### src/rtl/rw_unit_pkg.sv
// simplerisc_pkg: widths, register indices, FSM state and writeback-source encodings.
// Latency: n/a (type and constant definitions only).
// Backpressure: n/a. Optional write-to-read bypass in the register file is enabled by RW_BYPASS_EN.
package simplerisc_pkg;

  localparam int DATA_W = 32;
  localparam int NREGS  = 16;
  localparam int ADDR_W = 4;

  // Link register written by call instructions.
  localparam logic [ADDR_W-1:0] RA_IDX = 4'd15;

  typedef enum logic [1:0] {
    IDLE    = 2'd0,
    WAIT_LD = 2'd1,
    WRITE   = 2'd2,
    DONE    = 2'd3
  } state_e;

  typedef enum logic [1:0] {
    SRC_ALU = 2'd0,
    SRC_LD  = 2'd1,
    SRC_RA  = 2'd2
  } wb_src_e;

  // Everything captured on start that is needed to perform the write later.
  typedef struct packed {
    logic              we;
    wb_src_e           src;
    logic [ADDR_W-1:0] dst;
    logic [DATA_W-1:0] alu;
    logic [DATA_W-1:0] pc;
  } wb_req_t;

  // Call outranks load, load outranks ALU.
  function automatic wb_src_e sel_src(input logic is_call, input logic is_ld);
    if (is_call) return SRC_RA;
    if (is_ld) return SRC_LD;
    return SRC_ALU;
  endfunction

  // Return address; wraps modulo 2^DATA_W.
  function automatic logic [DATA_W-1:0] ret_addr(input logic [DATA_W-1:0] pc);
    return pc + DATA_W'(4);
  endfunction

endpackage

### src/rtl/rw_unit_if.sv
// rw_unit_if: groups the sync-controller handshake, writeback operands and read ports.
// Latency: n/a (wires only).
// Backpressure: none; start is a pulse, ignored while busy. RW_BYPASS_EN affects only the RTL behind it.
interface rw_unit_if;
  import simplerisc_pkg::*;

  logic              start;
  logic              isWb;
  logic              isLd;
  logic              isCall;
  logic [ADDR_W-1:0] rd;
  logic [DATA_W-1:0] aluResult;
  logic [DATA_W-1:0] ldResult;
  logic [DATA_W-1:0] pc;
  logic [ADDR_W-1:0] rs1;
  logic [ADDR_W-1:0] rs2;
  logic [DATA_W-1:0] op1;
  logic [DATA_W-1:0] op2;
  logic              busy;
  logic              done;

  // Controller / operand-fetch side.
  modport master (
    output start, isWb, isLd, isCall, rd, aluResult, ldResult, pc, rs1, rs2,
    input  op1, op2, busy, done
  );

  // Writeback unit side.
  modport slave (
    input  start, isWb, isLd, isCall, rd, aluResult, ldResult, pc, rs1, rs2,
    output op1, op2, busy, done
  );

endinterface

### src/rtl/rw_unit_regfile.sv
// regfile: NREGS x DATA_W register array, two combinational read ports, one write port.
// Latency: write commits on the clock edge; reads are combinational.
// Backpressure: none. With RW_BYPASS_EN a read of the register being written returns the new value.
module regfile #(
  parameter int DATA_W = 32,
  parameter int NREGS  = 16,
  parameter int ADDR_W = 4
) (
  input  logic              clk_i,
  input  logic              reset_i,
  input  logic              we_i,
  input  logic [ADDR_W-1:0] waddr_i,
  input  logic [DATA_W-1:0] wdata_i,
  input  logic [ADDR_W-1:0] raddr1_i,
  input  logic [ADDR_W-1:0] raddr2_i,
  output logic [DATA_W-1:0] rdata1_o,
  output logic [DATA_W-1:0] rdata2_o
);

  logic [DATA_W-1:0] mem_q [NREGS];

  // Reset clears every register and takes priority, so a write pending on the reset edge is dropped.
  always_ff @(posedge clk_i) begin
    if (reset_i) begin
      for (int i = 0; i < NREGS; i++) begin
        mem_q[i] <= '0;
      end
    end else if (we_i) begin
      mem_q[waddr_i] <= wdata_i;
    end
  end

  // Read ports, optionally forwarding the in-flight write value.
  always_comb begin
    rdata1_o = mem_q[raddr1_i];
    rdata2_o = mem_q[raddr2_i];
`ifdef RW_BYPASS_EN
    if (we_i && (raddr1_i == waddr_i)) rdata1_o = wdata_i;
    if (we_i && (raddr2_i == waddr_i)) rdata2_o = wdata_i;
`endif
  end

endmodule

### src/rtl/rw_unit.sv
// rw_unit: register-writeback stage; latches the instruction on start, selects ALU/load/return-address value and writes it.
// Latency: start to done = 2 cycles (non-load) or 2+LD_WAIT cycles (load); done is a one-cycle pulse.
// Backpressure: start while busy is dropped (no queueing). RW_BYPASS_EN enables write-to-read forwarding in the regfile.
module rw_unit
  import simplerisc_pkg::*;
#(
  parameter int LD_WAIT = 1
) (
  input logic       clk,
  input logic       reset,
  rw_unit_if.slave  bus
);

  localparam logic [1:0] ST_IDLE    = IDLE;
  localparam logic [1:0] ST_WAIT_LD = WAIT_LD;
  localparam logic [1:0] ST_WRITE   = WRITE;
  localparam logic [1:0] ST_DONE    = DONE;

  // Counter preload: LD_WAIT cycles are spent in WAIT_LD, counting LD_WAIT-1 down to 0.
  localparam logic [1:0] WAIT_INIT = (LD_WAIT > 0) ? 2'(LD_WAIT - 1) : 2'd0;

  logic [1:0]        state_q, state_d;
  logic [1:0]        cnt_q, cnt_d;
  wb_req_t           req_q, req_d;
  logic              wr_en;
  logic [DATA_W-1:0] wr_dat;

  // Next-state logic: capture on start in IDLE, optional load wait, one write cycle, one done cycle.
  always_comb begin
    state_d = state_q;
    cnt_d   = cnt_q;
    req_d   = req_q;
    case (state_q)
      ST_IDLE: begin
        if (bus.start) begin
          req_d.we  = bus.isWb | bus.isCall;
          req_d.src = sel_src(bus.isCall, bus.isLd);
          req_d.dst = bus.isCall ? RA_IDX : bus.rd;
          req_d.alu = bus.aluResult;
          req_d.pc  = bus.pc;
          if (bus.isLd && (LD_WAIT > 0)) begin
            state_d = ST_WAIT_LD;
            cnt_d   = WAIT_INIT;
          end else begin
            state_d = ST_WRITE;
          end
        end
      end
      ST_WAIT_LD: begin
        if (cnt_q == 2'd0) begin
          state_d = ST_WRITE;
        end else begin
          cnt_d = cnt_q - 2'd1;
        end
      end
      ST_WRITE: state_d = ST_DONE;
      ST_DONE:  state_d = ST_IDLE;
      default:  state_d = ST_IDLE;
    endcase
  end

  // State, counter and latched request registers.
  always_ff @(posedge clk) begin
    if (reset) begin
      state_q <= ST_IDLE;
      cnt_q   <= 2'd0;
      req_q   <= '0;
    end else begin
      state_q <= state_d;
      cnt_q   <= cnt_d;
      req_q   <= req_d;
    end
  end

  // Writeback value select; load data is taken live in the WRITE cycle, not latched on start.
  always_comb begin
    case (req_q.src)
      SRC_RA:  wr_dat = ret_addr(req_q.pc);
      SRC_LD:  wr_dat = bus.ldResult;
      default: wr_dat = req_q.alu;
    endcase
  end

  assign wr_en    = (state_q == ST_WRITE) && req_q.we;
  assign bus.busy = (state_q != ST_IDLE);
  assign bus.done = (state_q == ST_DONE);

  regfile #(
    .DATA_W (DATA_W),
    .NREGS  (NREGS),
    .ADDR_W (ADDR_W)
  ) u_regfile (
    .clk_i    (clk),
    .reset_i  (reset),
    .we_i     (wr_en),
    .waddr_i  (req_q.dst),
    .wdata_i  (wr_dat),
    .raddr1_i (bus.rs1),
    .raddr2_i (bus.rs2),
    .rdata1_o (bus.op1),
    .rdata2_o (bus.op2)
  );

endmodule
### src/flat_wrapper.sv
// flat-port wrapper written by rule: the top's interface ports become plain ports
module rw_unit_flat import simplerisc_pkg::*;
#(
  parameter int LD_WAIT = 1
)
  (clk, reset, bus_start, bus_isWb, bus_isLd, bus_isCall, bus_rd, bus_aluResult, bus_ldResult, bus_pc, bus_rs1, bus_rs2, bus_op1, bus_op2, bus_busy, bus_done);
  rw_unit_if bus_i ();
  input logic clk;
  input logic reset;
  input wire logic [$bits(bus_i.start)-1:0] bus_start;
  input wire logic [$bits(bus_i.isWb)-1:0] bus_isWb;
  input wire logic [$bits(bus_i.isLd)-1:0] bus_isLd;
  input wire logic [$bits(bus_i.isCall)-1:0] bus_isCall;
  input wire logic [$bits(bus_i.rd)-1:0] bus_rd;
  input wire logic [$bits(bus_i.aluResult)-1:0] bus_aluResult;
  input wire logic [$bits(bus_i.ldResult)-1:0] bus_ldResult;
  input wire logic [$bits(bus_i.pc)-1:0] bus_pc;
  input wire logic [$bits(bus_i.rs1)-1:0] bus_rs1;
  input wire logic [$bits(bus_i.rs2)-1:0] bus_rs2;
  output wire logic [$bits(bus_i.op1)-1:0] bus_op1;
  output wire logic [$bits(bus_i.op2)-1:0] bus_op2;
  output wire logic [$bits(bus_i.busy)-1:0] bus_busy;
  output wire logic [$bits(bus_i.done)-1:0] bus_done;
  assign bus_i.start = bus_start;
  assign bus_i.isWb = bus_isWb;
  assign bus_i.isLd = bus_isLd;
  assign bus_i.isCall = bus_isCall;
  assign bus_i.rd = bus_rd;
  assign bus_i.aluResult = bus_aluResult;
  assign bus_i.ldResult = bus_ldResult;
  assign bus_i.pc = bus_pc;
  assign bus_i.rs1 = bus_rs1;
  assign bus_i.rs2 = bus_rs2;
  assign bus_op1 = bus_i.op1;
  assign bus_op2 = bus_i.op2;
  assign bus_busy = bus_i.busy;
  assign bus_done = bus_i.done;
  rw_unit #(.LD_WAIT(LD_WAIT)) u_core (.clk(clk), .reset(reset), .bus(bus_i));
endmodule
### config.mk
export PLATFORM = sky130hd
export DESIGN_NAME = rw_unit_flat
export DESIGN_NICKNAME = d
export VERILOG_FILES = /design/src/rtl/rw_unit_pkg.sv /design/src/rtl/rw_unit_if.sv /design/src/rtl/rw_unit_regfile.sv /design/src/rtl/rw_unit.sv /design/src/flat_wrapper.sv
export SDC_FILE = /design/constraint.sdc
export NUM_CORES = 1
export LEC_CHECK = 0
export ABC_CLOCK_PERIOD_IN_PS = 3500
export CORE_MARGIN = 1
export CORE_UTILIZATION = 62
export CTS_BUF_LIST = sky130_fd_sc_hd__clkbuf_4
export DETAILED_ROUTE_END_ITERATION = 10
export GPL_ROUTABILITY_DRIVEN = 0
export PLACE_DENSITY = 0.88
export SLEW_MARGIN = 20
export SYNTH_ARGS = -nofsm -noshare
export SYNTH_HDL_FRONTEND = slang
export SYNTH_SLANG_ARGS = --single-unit
### constraint.sdc
create_clock -name clk -period 3.5 [get_ports clk]
set_clock_uncertainty 0.1 [all_clocks]
set_input_delay 0.525 -clock clk [delete_from_list [all_inputs] [get_ports clk]]
set_output_delay 0.525 -clock clk [all_outputs]
set_load 0.005 [all_outputs]
==> metrics.csv <==
metric,value,unit
Setup crit start,u_core.u_regfile.mem_q[12][6],
initial antenna violation count,4,
Starting Density,63.2,%
Synth area leaders,"edfxtp_1, mux4_2, nor2_1, dfxtp_1, nand2_1",
fin crit share,99.4,%
CP peak stage delay,0.53,ns
Total GRT Usage,43.0,%
Iter 0 DRT Violations,4284,
Final ANT Viol Nets,0,
grt ovf,0,
Worst VDD drop,0.000563,V
# rows,80,
Clk network pwr share,32.9,%
CTS tree,done,
core box area,48000,um^2
Lkg Pwr,12.4,nW
most used cell along the critical path,mux4_2,
synth warn,0,
required time of the worst setup path,2.87,ns
Hold Path Stages,3,
number of global-route vias before repair,25200,
Post-synth EDFFs,512,
Port Buf Inserts,179,
Hold Fails Final Rpt,0,
routed vias/inst,7.56,
largest family of logic cells by synthesized area,multiplexers,
worst r2r src,u_core.req_q[2],
CP endpoint,bus_op2[6],
R2R depth,6,
largest net degree at the start of global routing,72,
HP Class,input port to flip-flop,
Crit. End Element,primary output,
min cycle time layout,3.48,ns
# fillers,2602,
switching part of the total,30.3,%
CP Data Arrival Time,2.85,ns
routed wire length per instance,31.7,um
sequential standard cell area,16900,um^2
"reg-to-reg slack, setup",0.26,ns
WS Path Type,flip-flop to primary output,
most common cell in the synthesized netlist,edfxtp_1,
worst slew pin tran,1.13,ns
buffer levels on the longest clock path,3,
Area growth syn-to-layout,18.9,%
Internal,12.5,mW
area taken by multi-input logic gates,12700,um^2
clock-pin slew of the registers on the worst-case setup and hold paths,0.07,ns
XOR/XNOR Fraction of Synth Area,0.462,%
Psw,5.45,mW
first-pass iteration count of the detailed router,11,
Routed Wire Length,104,mm
CP startpoint kind,flip-flop,
HPWL after DPL,59.1,mm
Mapped Avg Cell Area,13.5,um^2
placed cells,2932,
Final Util,75.1,%
syn_nets,2368,
clk sinks,587,
Crit-path slowest cell,mux4_2,
CTS Buf Count,144,
sequential share of the synthesized area,55.6,%
Finished Layout Cells,3275,
Simple-Gate Fraction of Synth Area,12.0,%
Worst Path Max Fanout,2,
synthesized area,30300,um^2
Achievable Freq,0.288,GHz
DRC,105,
largest area contributor in the netlist,edfxtp_1,
Clock Latency Late Sink,1.01,ns
Worst slew margin,23.9,%
post-synthesis adder-cell area fraction,0.330,%
I/O pins,180,
multiplexer share of the synthesized area,23.9,%
asr flop ratio synth,0,%
Post-Synthesis Cells,2246,
Synth Area in Compound Gates,4.82,%
Yosys reg bits,587,
max_cap viols,0,
max-slew violations,0,
failing checks,design-rule violations,
setup_tns,0,ns
Clock Tree Root,clkbuf_4,
ys flop type,edfxtp_1,
Via Count,24800,
outcome,"complete, but fails checks",
crit path cell chain,"buf_4, mux4_2, mux4_2, dlygate4sd2_1",
setup violators final,0,
count of cell types in the netlist,65,
Placed Area,33300,um^2
Final nets,2689,
Reg power frac,46.5,%
area share of the largest cell type after synthesis,50.7,%
power share of the combinational group,20.6,%
final instance area,36100,um^2
H-Tree Depth,4,
Chip Height,223,um
Pwr Density,498,nW/um^2
DIE WIDTH,223,um
global-route wire length before repair,154,mm
die area,49800,um^2
Post-synth top cells,"edfxtp_1, nor2_1, mux4_2",
layout cell share with drive strength beyond 1,27.4,%
FF-to-FF End,u_core.u_regfile.mem_q[0][22],
## worst min-delay path by stage
stage	slack [ns]	to	startpoint
2_1_floorplan	0.33	u_core.req_q[55]	u_core.req_q[55]
3_3_place_gp	0.34	u_core.req_q[60]	u_core.req_q[60]
3_5_place_dp	0.35	u_core.req_q[56]	u_core.req_q[56]
4_1_cts	0.04	u_core.req_q[65]	bus_rd[1]
5_1_grt	0.1	u_core.req_q[65]	bus_rd[1]
6_report	0.10	u_core.req_q[65]	bus_rd[1]
## registers in the layout (all words and copies together) (netlist names)
name / count
u_core.u_regfile.mem_q: 512
u_core.state_q: 2
u_core.req_q: 71
u_core.cnt_q: 2
## per-layer routing
metal	global-route usage, %	vias up	wire length (um)
met5	0	-	57
met4	28.0	4	8540
met3	17.5	779	18400
met2	65.4	2968	47200
met1	51.0	11600	29700
li1	-	9381	-
## power groups by stage
stage	Clock (mW)	Combinational [mW]	Sequential, mW
global route	6.22	3.86	8.39
CTS	5.89	3.50	8.32
floorplan	0	2.19	8.30
global placement	0	3.30	8.41
finish	5.92	3.70	8.37
detailed placement	0	3.41	8.47
## logic make-up after synthesis
| group | count (synthesis) |
|---|---|
| fa+ha+maj | 8 |
| mux | 324 |
| flops | 587 |
| buf+inv | 230 |
| simple gates | 847 |
| compound gates | 234 |
| xor+xnor | 16 |
## metrics by stage
| stage | power, mW | hold slack, ns | setup slack (ns) |
|---|---|---|---|
| 2_1_floorplan | 10.5 | 0.331 | 0.508 |
| 3_3_place_gp | 11.7 | 0.341 | 0.273 |
| 3_5_place_dp | 11.9 | 0.346 | 0.226 |
| 4_1_cts | 17.7 | 0.0379 | 0.000164 |
| 5_1_grt | 18.5 | 0.0951 | -0.0114 |
| 6_report | 18.0 | 0.105 | 0.0223 |
## critical path, delay by kind of cell, from the launching register on
kind / cells / cell delay, ns
buf+inv: 2 / 0.46
flops: 1 / 0.42
mux: 2 / 0.96
## cell usage in the layout, fill, tap and decap left out, drive strengths merged, types with 34 or more instances in the layout
cell | netlist | layout
mux4 | 320 | 320
nor2 | 408 | 408
o22ai | 45 | 45
nand2b | 34 | 34
nand3 | 44 | 44
dlygate4sd3 | 0 | 78
edfxtp | 512 | 512
dlygate4sd2 | 0 | 50
dfxtp | 75 | 75
nand2 | 230 | 230
a21oi | 108 | 108
buf | 40 | 142
clkbuf | 177 | 206
nor3 | 58 | 58
clkdlybuf4s50 | 0 | 108
## what timing repair did
action | CTS | global route
endpoints found under the hold margin | 69 | 0
hold buffers | 78 | 0
setup buffers | 22 | 4
gates resized for setup | 61 | 10
endpoints found under the setup margin | 59 | 9
## cell type report
| type | instances | share of cell area, % |
|---|---|---|
| multi-input combinational | 1429 | 35.3 |
| timing repair buffer | 392 | 10.7 |
| antenna | 3 | 0.0208 |
| sequential | 587 | 46.8 |
| tap | 615 | 2.13 |
| clock buffer | 202 | 4.20 |
| inverter | 13 | 0.135 |
| clock inverter | 34 | 0.825 |
Note: power is estimated with default switching activity, not from simulation.
